File: src/rtl/trg_stim_pkg.sv
// Shared types and constants for the trigger stimulus sequencer.
package trg_stim_pkg;

    typedef enum logic [2:0] {
        StIdle,
        StHold,
        StSettle,
        StRun,
        StFinish
    } state_e;

    localparam logic [1:0] MODE_SINGLE   = 2'd0;
    localparam logic [1:0] MODE_PERIODIC = 2'd1;
    localparam logic [1:0] MODE_WALK     = 2'd2;
    localparam logic [1:0] MODE_RANDOM   = 2'd3;

    // x^16 + x^14 + x^13 + x^11 -> register bits 15, 13, 12, 10
    localparam logic [15:0] LFSR_TAPS = 16'hB400;

endpackage

File: src/rtl/trg_stim_lfsr.sv
// 16-bit Fibonacci LFSR; shifts left and feeds the tap parity into bit 0.
module trg_stim_lfsr
    import trg_stim_pkg::*;
#(
    parameter logic [15:0] SEED = 16'hACE1
) (
    input  logic        clk_i,
    input  logic        rst_i,
    input  logic        step_i,
    output logic [15:0] value_o
);

    logic [15:0] lfsr_q;
    logic [15:0] lfsr_d;

    // Next value: shift left, parity of tapped bits enters at the bottom.
    always_comb begin
        lfsr_d = {lfsr_q[14:0], ^(lfsr_q & LFSR_TAPS)};
    end

    // State register; only an explicit step advances the sequence.
    always_ff @(posedge clk_i or posedge rst_i) begin
        if (rst_i) begin
            lfsr_q <= SEED;
        end else if (step_i) begin
            lfsr_q <= lfsr_d;
        end
    end

    assign value_o = lfsr_q;

endmodule

File: src/rtl/trg_stim_seq.sv
// Trigger stimulus sequencer: reset hold, settle gap, then trigger pulse slots.
module trg_stim_seq
    import trg_stim_pkg::*;
#(
    parameter int unsigned NCH      = 6,
    parameter int unsigned HOLD_CYC = 3000,
    parameter int unsigned GAP_CYC  = 150,
    parameter int unsigned CNT_W    = 16,
    parameter logic [15:0] SEED     = 16'hACE1
) (
    input  logic             CLK,
    input  logic             SYS_RST,
    input  logic             START,
    input  logic [1:0]       MODE,
    input  logic [CNT_W-1:0] PERIOD,
    input  logic [7:0]       NPULSE,
    input  logic [NCH-1:0]   CH_MASK,
    output logic             RST_OUT,
    output logic [NCH-1:0]   TRG,
    output logic             BUSY,
    output logic             DONE,
    output logic [7:0]       PULSE_CNT
);

    localparam int unsigned PTR_W = (NCH > 1) ? $clog2(NCH) : 1;
    // Counters load N-1 so that a phase lasts exactly N cycles.
    localparam logic [CNT_W-1:0] HOLD_LD = CNT_W'(HOLD_CYC - 1);
    localparam logic [CNT_W-1:0] GAP_LD  = CNT_W'(GAP_CYC - 1);

    state_e             state_q, state_d;
    logic [CNT_W-1:0]   cnt_q, cnt_d;
    logic [7:0]         pulse_cnt_q, pulse_cnt_d;
    logic [NCH-1:0]     trg_q, trg_d;
    logic               rst_out_q, rst_out_d;
    logic               busy_q, busy_d;
    logic               done_q, done_d;

    logic [1:0]         mode_q;
    logic [CNT_W-1:0]   period_q;
    logic [7:0]         npulse_q;
    logic [NCH-1:0]     mask_q;
    logic               latch_en;

    logic [PTR_W-1:0]   walk_ptr_q, walk_nxt;
    logic [15:0]        lfsr_val;
    logic               fire;
    logic [NCH-1:0]     slot_trg;
    logic [7:0]         npulse_eff;
    logic [CNT_W-1:0]   period_ld;

    // Single mode always issues exactly one slot; PERIOD 0 behaves like 1.
    always_comb begin
        npulse_eff = (mode_q == MODE_SINGLE) ? 8'd1 : npulse_q;
        period_ld  = (period_q <= CNT_W'(1)) ? '0 : period_q - CNT_W'(1);
    end

    // Trigger pattern for the slot being issued.
    always_comb begin
        slot_trg = '0;
        unique case (mode_q)
            MODE_SINGLE, MODE_PERIODIC: slot_trg = mask_q;
            MODE_WALK:                  slot_trg = (NCH'(1) << walk_ptr_q) & mask_q;
            MODE_RANDOM:                slot_trg = lfsr_val[NCH-1:0] & mask_q;
            default:                    slot_trg = '0;
        endcase
    end

    // Next enabled channel above the walk pointer, wrapping; holds if mask is empty.
    always_comb begin
        int unsigned idx;
        logic        found;
        walk_nxt = walk_ptr_q;
        found    = 1'b0;
        for (int unsigned i = 1; i <= NCH; i++) begin
            idx = int'(walk_ptr_q) + i;
            if (idx >= NCH) begin
                idx = idx - NCH;
            end
            if (!found && mask_q[PTR_W'(idx)]) begin
                found    = 1'b1;
                walk_nxt = PTR_W'(idx);
            end
        end
    end

    // FSM next state plus next values of every registered output.
    always_comb begin
        state_d     = state_q;
        cnt_d       = cnt_q;
        pulse_cnt_d = pulse_cnt_q;
        trg_d       = '0;
        rst_out_d   = rst_out_q;
        busy_d      = busy_q;
        done_d      = 1'b0;
        latch_en    = 1'b0;
        fire        = 1'b0;
        unique case (state_q)
            StIdle: begin
                rst_out_d = 1'b1;
                busy_d    = 1'b0;
                if (START) begin
                    state_d     = StHold;
                    cnt_d       = HOLD_LD;
                    pulse_cnt_d = '0;
                    latch_en    = 1'b1;
                    busy_d      = 1'b1;
                end
            end
            StHold: begin
                if (cnt_q == '0) begin
                    state_d   = StSettle;
                    cnt_d     = GAP_LD;
                    rst_out_d = 1'b0;
                end else begin
                    cnt_d = cnt_q - CNT_W'(1);
                end
            end
            StSettle: begin
                if (cnt_q == '0) begin
                    if (npulse_eff == 8'd0) begin
                        state_d = StFinish;
                        done_d  = 1'b1;
                    end else begin
                        state_d = StRun;
                        fire    = 1'b1;
                    end
                end else begin
                    cnt_d = cnt_q - CNT_W'(1);
                end
            end
            StRun: begin
                if (pulse_cnt_q == npulse_eff) begin
                    state_d = StFinish;
                    done_d  = 1'b1;
                end else if (cnt_q == '0) begin
                    fire = 1'b1;
                end else begin
                    cnt_d = cnt_q - CNT_W'(1);
                end
            end
            StFinish: begin
                state_d   = StIdle;
                rst_out_d = 1'b1;
                busy_d    = 1'b0;
            end
            default: begin
                state_d   = StIdle;
                rst_out_d = 1'b1;
                busy_d    = 1'b0;
            end
        endcase
        // A slot is registered on the same edge that enters its cycle.
        if (fire) begin
            cnt_d       = period_ld;
            pulse_cnt_d = pulse_cnt_q + 8'd1;
            trg_d       = slot_trg;
        end
    end

    // FSM, counters and registered outputs.
    always_ff @(posedge CLK or posedge SYS_RST) begin
        if (SYS_RST) begin
            state_q     <= StIdle;
            cnt_q       <= '0;
            pulse_cnt_q <= '0;
            trg_q       <= '0;
            rst_out_q   <= 1'b1;
            busy_q      <= 1'b0;
            done_q      <= 1'b0;
        end else begin
            state_q     <= state_d;
            cnt_q       <= cnt_d;
            pulse_cnt_q <= pulse_cnt_d;
            trg_q       <= trg_d;
            rst_out_q   <= rst_out_d;
            busy_q      <= busy_d;
            done_q      <= done_d;
        end
    end

    // Run parameters captured on an accepted START.
    always_ff @(posedge CLK or posedge SYS_RST) begin
        if (SYS_RST) begin
            mode_q   <= MODE_SINGLE;
            period_q <= '0;
            npulse_q <= '0;
            mask_q   <= '0;
        end else if (latch_en) begin
            mode_q   <= MODE;
            period_q <= PERIOD;
            npulse_q <= NPULSE;
            mask_q   <= CH_MASK;
        end
    end

    // Walk pointer survives across runs; only the system reset clears it.
    always_ff @(posedge CLK or posedge SYS_RST) begin
        if (SYS_RST) begin
            walk_ptr_q <= '0;
        end else if (fire && mode_q == MODE_WALK) begin
            walk_ptr_q <= walk_nxt;
        end
    end

    trg_stim_lfsr #(
        .SEED (SEED)
    ) u_lfsr (
        .clk_i   (CLK),
        .rst_i   (SYS_RST),
        .step_i  (fire && mode_q == MODE_RANDOM),
        .value_o (lfsr_val)
    );

    assign RST_OUT   = rst_out_q;
    assign TRG       = trg_q;
    assign BUSY      = busy_q;
    assign DONE      = done_q;
    assign PULSE_CNT = pulse_cnt_q;

endmodule

File: config.mk
export PLATFORM = sky130hd
export DESIGN_NAME = trg_stim_seq
export DESIGN_NICKNAME = d
export VERILOG_FILES = /design/src/rtl/trg_stim_pkg.sv /design/src/rtl/trg_stim_lfsr.sv /design/src/rtl/trg_stim_seq.sv
export SDC_FILE = /design/constraint.sdc
export NUM_CORES = 1
export LEC_CHECK = 0
export CORE_ASPECT_RATIO = 1.75
export CORE_UTILIZATION = 55
export CTS_CLUSTER_SIZE = 40
export DETAILED_ROUTE_END_ITERATION = 16
export MAX_ROUTING_LAYER = met4
export PLACE_DENSITY = 0.88
export SLEW_MARGIN = 30
export SYNTH_ARGS = -nofsm -noshare
export SYNTH_HDL_FRONTEND = slang
export SYNTH_SLANG_ARGS = --single-unit
File: constraint.sdc
create_clock -name CLK -period 7.45 [get_ports CLK]
set_input_delay 1.1175 -clock CLK [delete_from_list [all_inputs] [get_ports CLK]]
set_output_delay 1.1175 -clock CLK [all_outputs]
set_load 0.02 [all_outputs]
==> results.yml, run 1 <==
synthesis:
  synth_edf_count: 0
  ys_seq_area_frac: 0.396
  synthArstFlopShare: 1.00
  avgSynthCellArea_um2: 8.64
  ys.flop_type: "dfrtp_1"
  syn_area_mm2: 0.00553
  syn_nets: 692
  synth_top_cells_by_count: "nand2_1 (137), dfrtp_1 (78), nor2_1 (44), a21oi_1 (28), o21ai_0 (25)"
  synth_area_leaders: "dfrtp_1 (35%), nand2_1 (9.3%), mux2_2 (4.7%)"
  synth.top_cell.area_share: 0.353
  synthCells: 640
  yosysMostFrequentCell: "nand2_1"
  ys_warn_count: 0
  ys_ff_latch: 87
  synth_top_area_cell: "dfrtp_1"
  synthDistinctLibCells: 62
setup_path:
  crit_type: "reg2reg"
  end_kind: "register"
  path_max_fanout: 21
  crit_path_start_kind: "register"
  critPathRequiredTime_ps: 7710
  crit_arrival_ps: 3780
placed_design:
  dpl_worst_slack_ps: 3980
  place_area_mm2: 0.00611
  gp_congestion: 0.930
  io_buffers: 51
  dp_hpwl_um: 10700
run_status:
  status: "finished, final reports clean"
final_layout:
  ff_latch_area_mm2: 0.00219
  nets: 727
  fin_util: 0.652
  diodes: 0
  layout-drive-gt1-share: 0.100
  multi_input_area_mm2: 0.00318
  postLayoutCellArea_mm2: 0.00639
  fillCellCount: 777
  area_growth_pct: 15.5
routing:
  drt_pass1_iterations: 7
  drt.antenna.violating_nets: 0
  wire_per_inst_um: 18.4
  routed_wl_um: 14800
  vias: 5189
  drt_iter0_markers: 436
  routed_via_density: 6.45
  drcViolationCount: 0
clock_tree:
  ctsRootBufferMaster: "clkbuf_16"
  clkTransAtPathRegs_ps: 60
  clock_path_buffers: 2
  ctsResizeCount: 0
  cts_tree: "built"
  htreeDepth: 3
  cts_setup_buffers: 0
  holdBufCountCts: 0
  clock_latency_ps: 340
  clock-sinks: 87
  cts_buffers: 9
min_path:
  hold_path_class: "reg2reg"
grt:
  grt_pass1_vias: 5108
  antenna_found_initial: 0
  overflow: 0
  grt_first_pass_wirelength_um: 24200
  grt_max_degree: 88
  grt_use_total: 0.306
power_and_ir_drop:
  switchingPower_mw: 0.201
  ir_worst_vdd_v: 0.000134
  power_frac_comb: 0.031
  switching_share: 0.219
  seqPwrFrac: 0.515
  p_per_area_mw_per_mm2: 144
  leakagePower_nw: 2.91
  p_clk_frac: 0.454
  intPower_mw: 0.717
sta:
  finalCritPeriodShare: 0.473
  slew_headroom: 0.389
  layout_setup_ws_ps: 3920
  rsz0062_at_grt: "no"
  hold_slack_ps: 486
  hold_viol: 0
  skew_ps: 4.18
  fmax_ghz: 0.284
  slew_violations: 0
  tightestPinTransition_ps: 909
  fin_setup_tns_ps: 0
  setup_violations: 0
  layout_min_cycle_time_ps: 3530
job:
  maxCapViolations: 0
floorplanning:
  start_util: 0.565
  die_x_um: 77.8
  num_rows: 48
  io_pins: 52
  coreArea_mm2: 0.00979
  die_area_mm2: 0.0105
  die_y_um: 135
## cells by family (layout without fill, tap and decap cells)
| family | after synthesis | after routing | synth area share |
|---|---|---|---|
| AO/OA/AOI/OAI | 109 | 109 | 0.129 |
| XOR/XNOR | 29 | 29 | 0.0459 |
| adder cells (fa/ha/maj) | 17 | 17 | 0.0385 |
| buffers and inverters | 45 | 85 | 0.0330 |
| flip-flops | 87 | 87 | 0.396 |
| multiplexers | 38 | 38 | 0.0785 |
| AND/OR/NAND/NOR | 315 | 315 | 0.280 |
## area by class of cell
class                      count  share of cell area
inverter                      15             0.00901
clock buffer                  10              0.0358
tap                          125              0.0245
timing repair buffer          54              0.0840
clock inverter                 6             0.00686
multi-input combinational    508               0.497
sequential                    87               0.343
## worst max-delay path, cell delays in order, from the launching register on
cell and delay [ps]:
dfrtp_1 840, inv_1 200, ha_1 540, a2111oi_0 660, a22oi_1 270, nor2_1 210
or3_1 140, a22oi_1 70, or3_1 330, a31oi_1 180
## sequential cells by signal, summed over array words and instances (netlist names)
signal	cells
cnt_q	16
state_q	3
npulse_q	8
walk_ptr_q	3
TRG	6
BUSY	1
period_q	16
mask_q	6
DONE	1
mode_q	2
PULSE_CNT	8
RST_OUT	1
u_lfsr.value_o	16
## through the flow
stage	total power, mW	instances
after detailed placement	0.510	789
after floorplan	0.488	640
after global placement	0.509	789
after global routing	0.939	805
final	0.918	805
after CTS	0.920	805
## cells in the final DEF (no fill, tap or decap), types with 8 or more instances in the layout
cell type / instances
nand2_1: 137
dfrtp_1: 78
clkdlybuf4s50_1: 51
nor2_1: 43
a21oi_1: 28
o21ai_0: 25
mux2_2: 23
nand3_1: 22
nor3_1: 19
xnor2_1: 17
ha_1: 17
inv_1: 14
mux2i_1: 13
xor2_1: 12
and3_1: 11
nor4_1: 10
or3_1: 10
dfstp_2: 9
clkbuf_16: 9
o211ai_1: 8
nand2b_1: 8
a31oi_1: 8
## routing by layer
| layer | routed length, um | share of wire | GRT usage | vias to the layer above |
|---|---|---|---|---|
| li1 | - | - | - | 2350 |
| met1 | 5370 | 0.36 | 0.321 | 2491 |
| met2 | 7790 | 0.53 | 0.529 | 265 |
| met3 | 822 | 0.055 | 0.0500 | 83 |
| met4 | 845 | 0.057 | 0.193 | 0 |
| met5 | 0 | 0 | - | - |
## path summary, 6_finish.rpt
| path | startpoint | endpoint | slack, ps | cells past startpoint |
|---|---|---|---|---|
| max | walk_ptr_q[0] | walk_ptr_q[2] | 3920 | 9 |
| min | RST_OUT | RST_OUT | 490 | 2 |
| max reg2reg | walk_ptr_q[0] | walk_ptr_q[2] | 3920 | 9 |
| min reg2reg | RST_OUT | RST_OUT | 490 | 2 |
| max in group asynchronous | SYS_RST | PULSE_CNT[4] | 5630 | 3 |
| min in group asynchronous | SYS_RST | u_lfsr.value_o[12] | 1300 | 3 |
## power groups by stage
stage | clock, mW | sequential (mW) | combinational [mW]
after floorplan | 0 | 0.481 | 0.00702
after detailed placement | 0 | 0.481 | 0.0285
after global routing | 0.436 | 0.472 | 0.0308
after global placement | 0 | 0.481 | 0.0282
after CTS | 0.419 | 0.473 | 0.0287
final | 0.417 | 0.473 | 0.0280
Note: power is estimated with default switching activity, not from simulation.
==> inputs of run 2 (changes only) <==
==> constraint.sdc (replaced) <==
create_clock -name CLK -period 3.25 [get_ports CLK]
set_input_delay 0.4875 -clock CLK [delete_from_list [all_inputs] [get_ports CLK]]
set_output_delay 0.4875 -clock CLK [all_outputs]
set_load 0.02 [all_outputs]
==> run 2 against run 1 <==
  * Sequential power rose by 130%
  * Combinational power up 140%
  * Register-to-register slack worse by 3700 ps
  * Total power increased by 130%
  * Clock power increased by 130%
  * Critical path depth did not move
  * First-iteration DRC count is 22% higher
  * Utilization increased by 1.6 points
  * Wire length rose by 2.0%
  * Largest power group unchanged
==> results.yml, run 2 (synthesis gave the netlist of run 1 again) <==
run_status:
  status: "finished, final reports clean"
setup_path:
  path_max_fanout: 8
  crit_cells: 9
  crit_type: "reg2reg"
  critPathRequiredTime_ps: 3460
  end_kind: "register"
  cp_slowest_stage_delay_ps: 420
  r2r_cells: 9
  crit_path_top_delay_cell: "mux2_2"
  critical-path-top-delay-family: "compound AO/OA/AOI/OAI gates"
  crit_path_start_kind: "register"
  path_buf_inv: 1
  path_cells: "inv_1, ha_1, a211oi_1, xnor2_1, mux2_2, o2111ai_1, o311ai_0, a211oi_1, nor3_1"
  crit_arrival_ps: 3250
  worst_path_most_repeated_cell: "a211oi_1"
sta:
  hold_viol: 0
  skew_ps: 5.25
  fmax_ghz: 0.329
  setup_violations: 0
  layout_min_cycle_time_ps: 3040
  slew_headroom: 0.383
  tightestPinTransition_ps: 918
  finalCritPeriodShare: 0.935
  slew_violations: 0
  layout_setup_ws_ps: 212
  fin_setup_tns_ps: 0
  rsz0062_at_grt: "no"
clock_tree:
  clkTransAtPathRegs_ps: 60
  clock_path_buffers: 2
  clock-sinks: 87
  cts_buffers: 9
  cts_tree: "built"
  clock_latency_ps: 340
  cts_setup_buffers: 0
  ctsRootBufferMaster: "clkbuf_16"
  htreeDepth: 3
placed_design:
  dpl_worst_slack_ps: 229
  gp_congestion: 0.972
  io_buffers: 51
  dpl.cell_count: 807
  dp_hpwl_um: 11200
floorplanning:
  num_rows: 48
  coreArea_mm2: 0.00979
  die_x_um: 77.8
  die_y_um: 135
  io_pins: 52
  die_area_mm2: 0.0105
  start_util: 0.565
grt:
  grt_use_total: 0.315
  grt_pass1_vias: 5160
  antenna_found_initial: 0
  grt_max_degree: 48
  overflow: 0
  grt_first_pass_wirelength_um: 24800
power_and_ir_drop:
  ir_worst_vdd_v: 0.000286
  p_per_area_mw_per_mm2: 320
  leakagePower_nw: 2.99
final_layout:
  layout_common_cells: "nand2_1 (137), dfrtp_1 (77), clkdlybuf4s50_1 (51)"
  layout.cells.non_filler: 822
  final_common_cell: "nand2_1"
  layout-drive-gt1-share: 0.123
  diodes: 0
  area_growth_pct: 18.3
  nets: 745
routing:
  routed_via_density: 6.20
  drt.antenna.violating_nets: 0
  wire_per_inst_um: 18.4
  drcViolationCount: 0
  drt_iter0_markers: 530
  vias: 5100
  routed_wl_um: 15100
  drt_pass1_iterations: 5
min_path:
  hold_path_depth: 2
  hold_path_class: "reg2reg"
job:
  maxCapViolations: 0
run 2: cell types whose count changed in the layout (fill, tap and decap cells not counted), sizes merged:
cell | before | now
buf | 3 | 21
clkinvlp | 1 | 2
clkinv | 4 | 2
inv | 16 | 14
clkbuf | 10 | 12
run 2: per-layer routing:
metal | track usage | vias up | wire length (um)
li1 | - | 2385 | -
met1 | 0.333 | 2453 | 5580
met2 | 0.564 | 211 | 8270
met3 | 0.0405 | 51 | 659
met4 | 0.168 | 0 | 616
met5 | - | - | 0
run 2: what timing repair did:
action                                  4_1_cts  5_1_grt
gates resized for setup                       0        4
hold buffers                                  0        0
endpoints found under the setup margin        0       10
run 2: worst min-delay path, stage by stage (launching register included):
cell and delay (ps):
dfstp_2 370, o21ai_0 60, nand2_1 50
run 2: stage by stage:
step           utilization  cell area, um^2  total power, mW  hold slack, ps
2_1_floorplan            -             5530             1.12             469
3_3_place_gp         0.640             6260             1.17             461
3_5_place_dp         0.640             6260             1.17             477
4_1_cts              0.667             6530             2.10             485
5_1_grt              0.668             6540             2.15             522
6_report             0.668             6540             2.09             486
run 2: power breakdown:
group,internal (mW),switching (mW)
sequential,1.08,0
clock,0.533,0.406
combinational,0.0393,0.0292
total,1.66,0.435
run 2: worst paths after layout:
kind / from / endpoint / slack (ps)
min in group asynchronous: SYS_RST / period_q[12] / 630
max in group asynchronous: SYS_RST / u_lfsr.value_o[6] / 1850
worst max register to register: walk_ptr_q[1] / walk_ptr_q[1] / 210
worst max-delay path: walk_ptr_q[1] / walk_ptr_q[1] / 210
worst min register to register: RST_OUT / RST_OUT / 490
worst min-delay path: RST_OUT / RST_OUT / 490
run 2: layout make-up:
type / count / area [um^2]
Tap cell: 125 / 156
Clock buffer: 12 / 246
Clock inverter: 3 / 20.0
Fill cell: 765 / 3250
Multi-Input combinational cell: 508 / 3180
Timing Repair Buffer: 72 / 693
Inverter: 15 / 57.6
Sequential cell: 87 / 2190
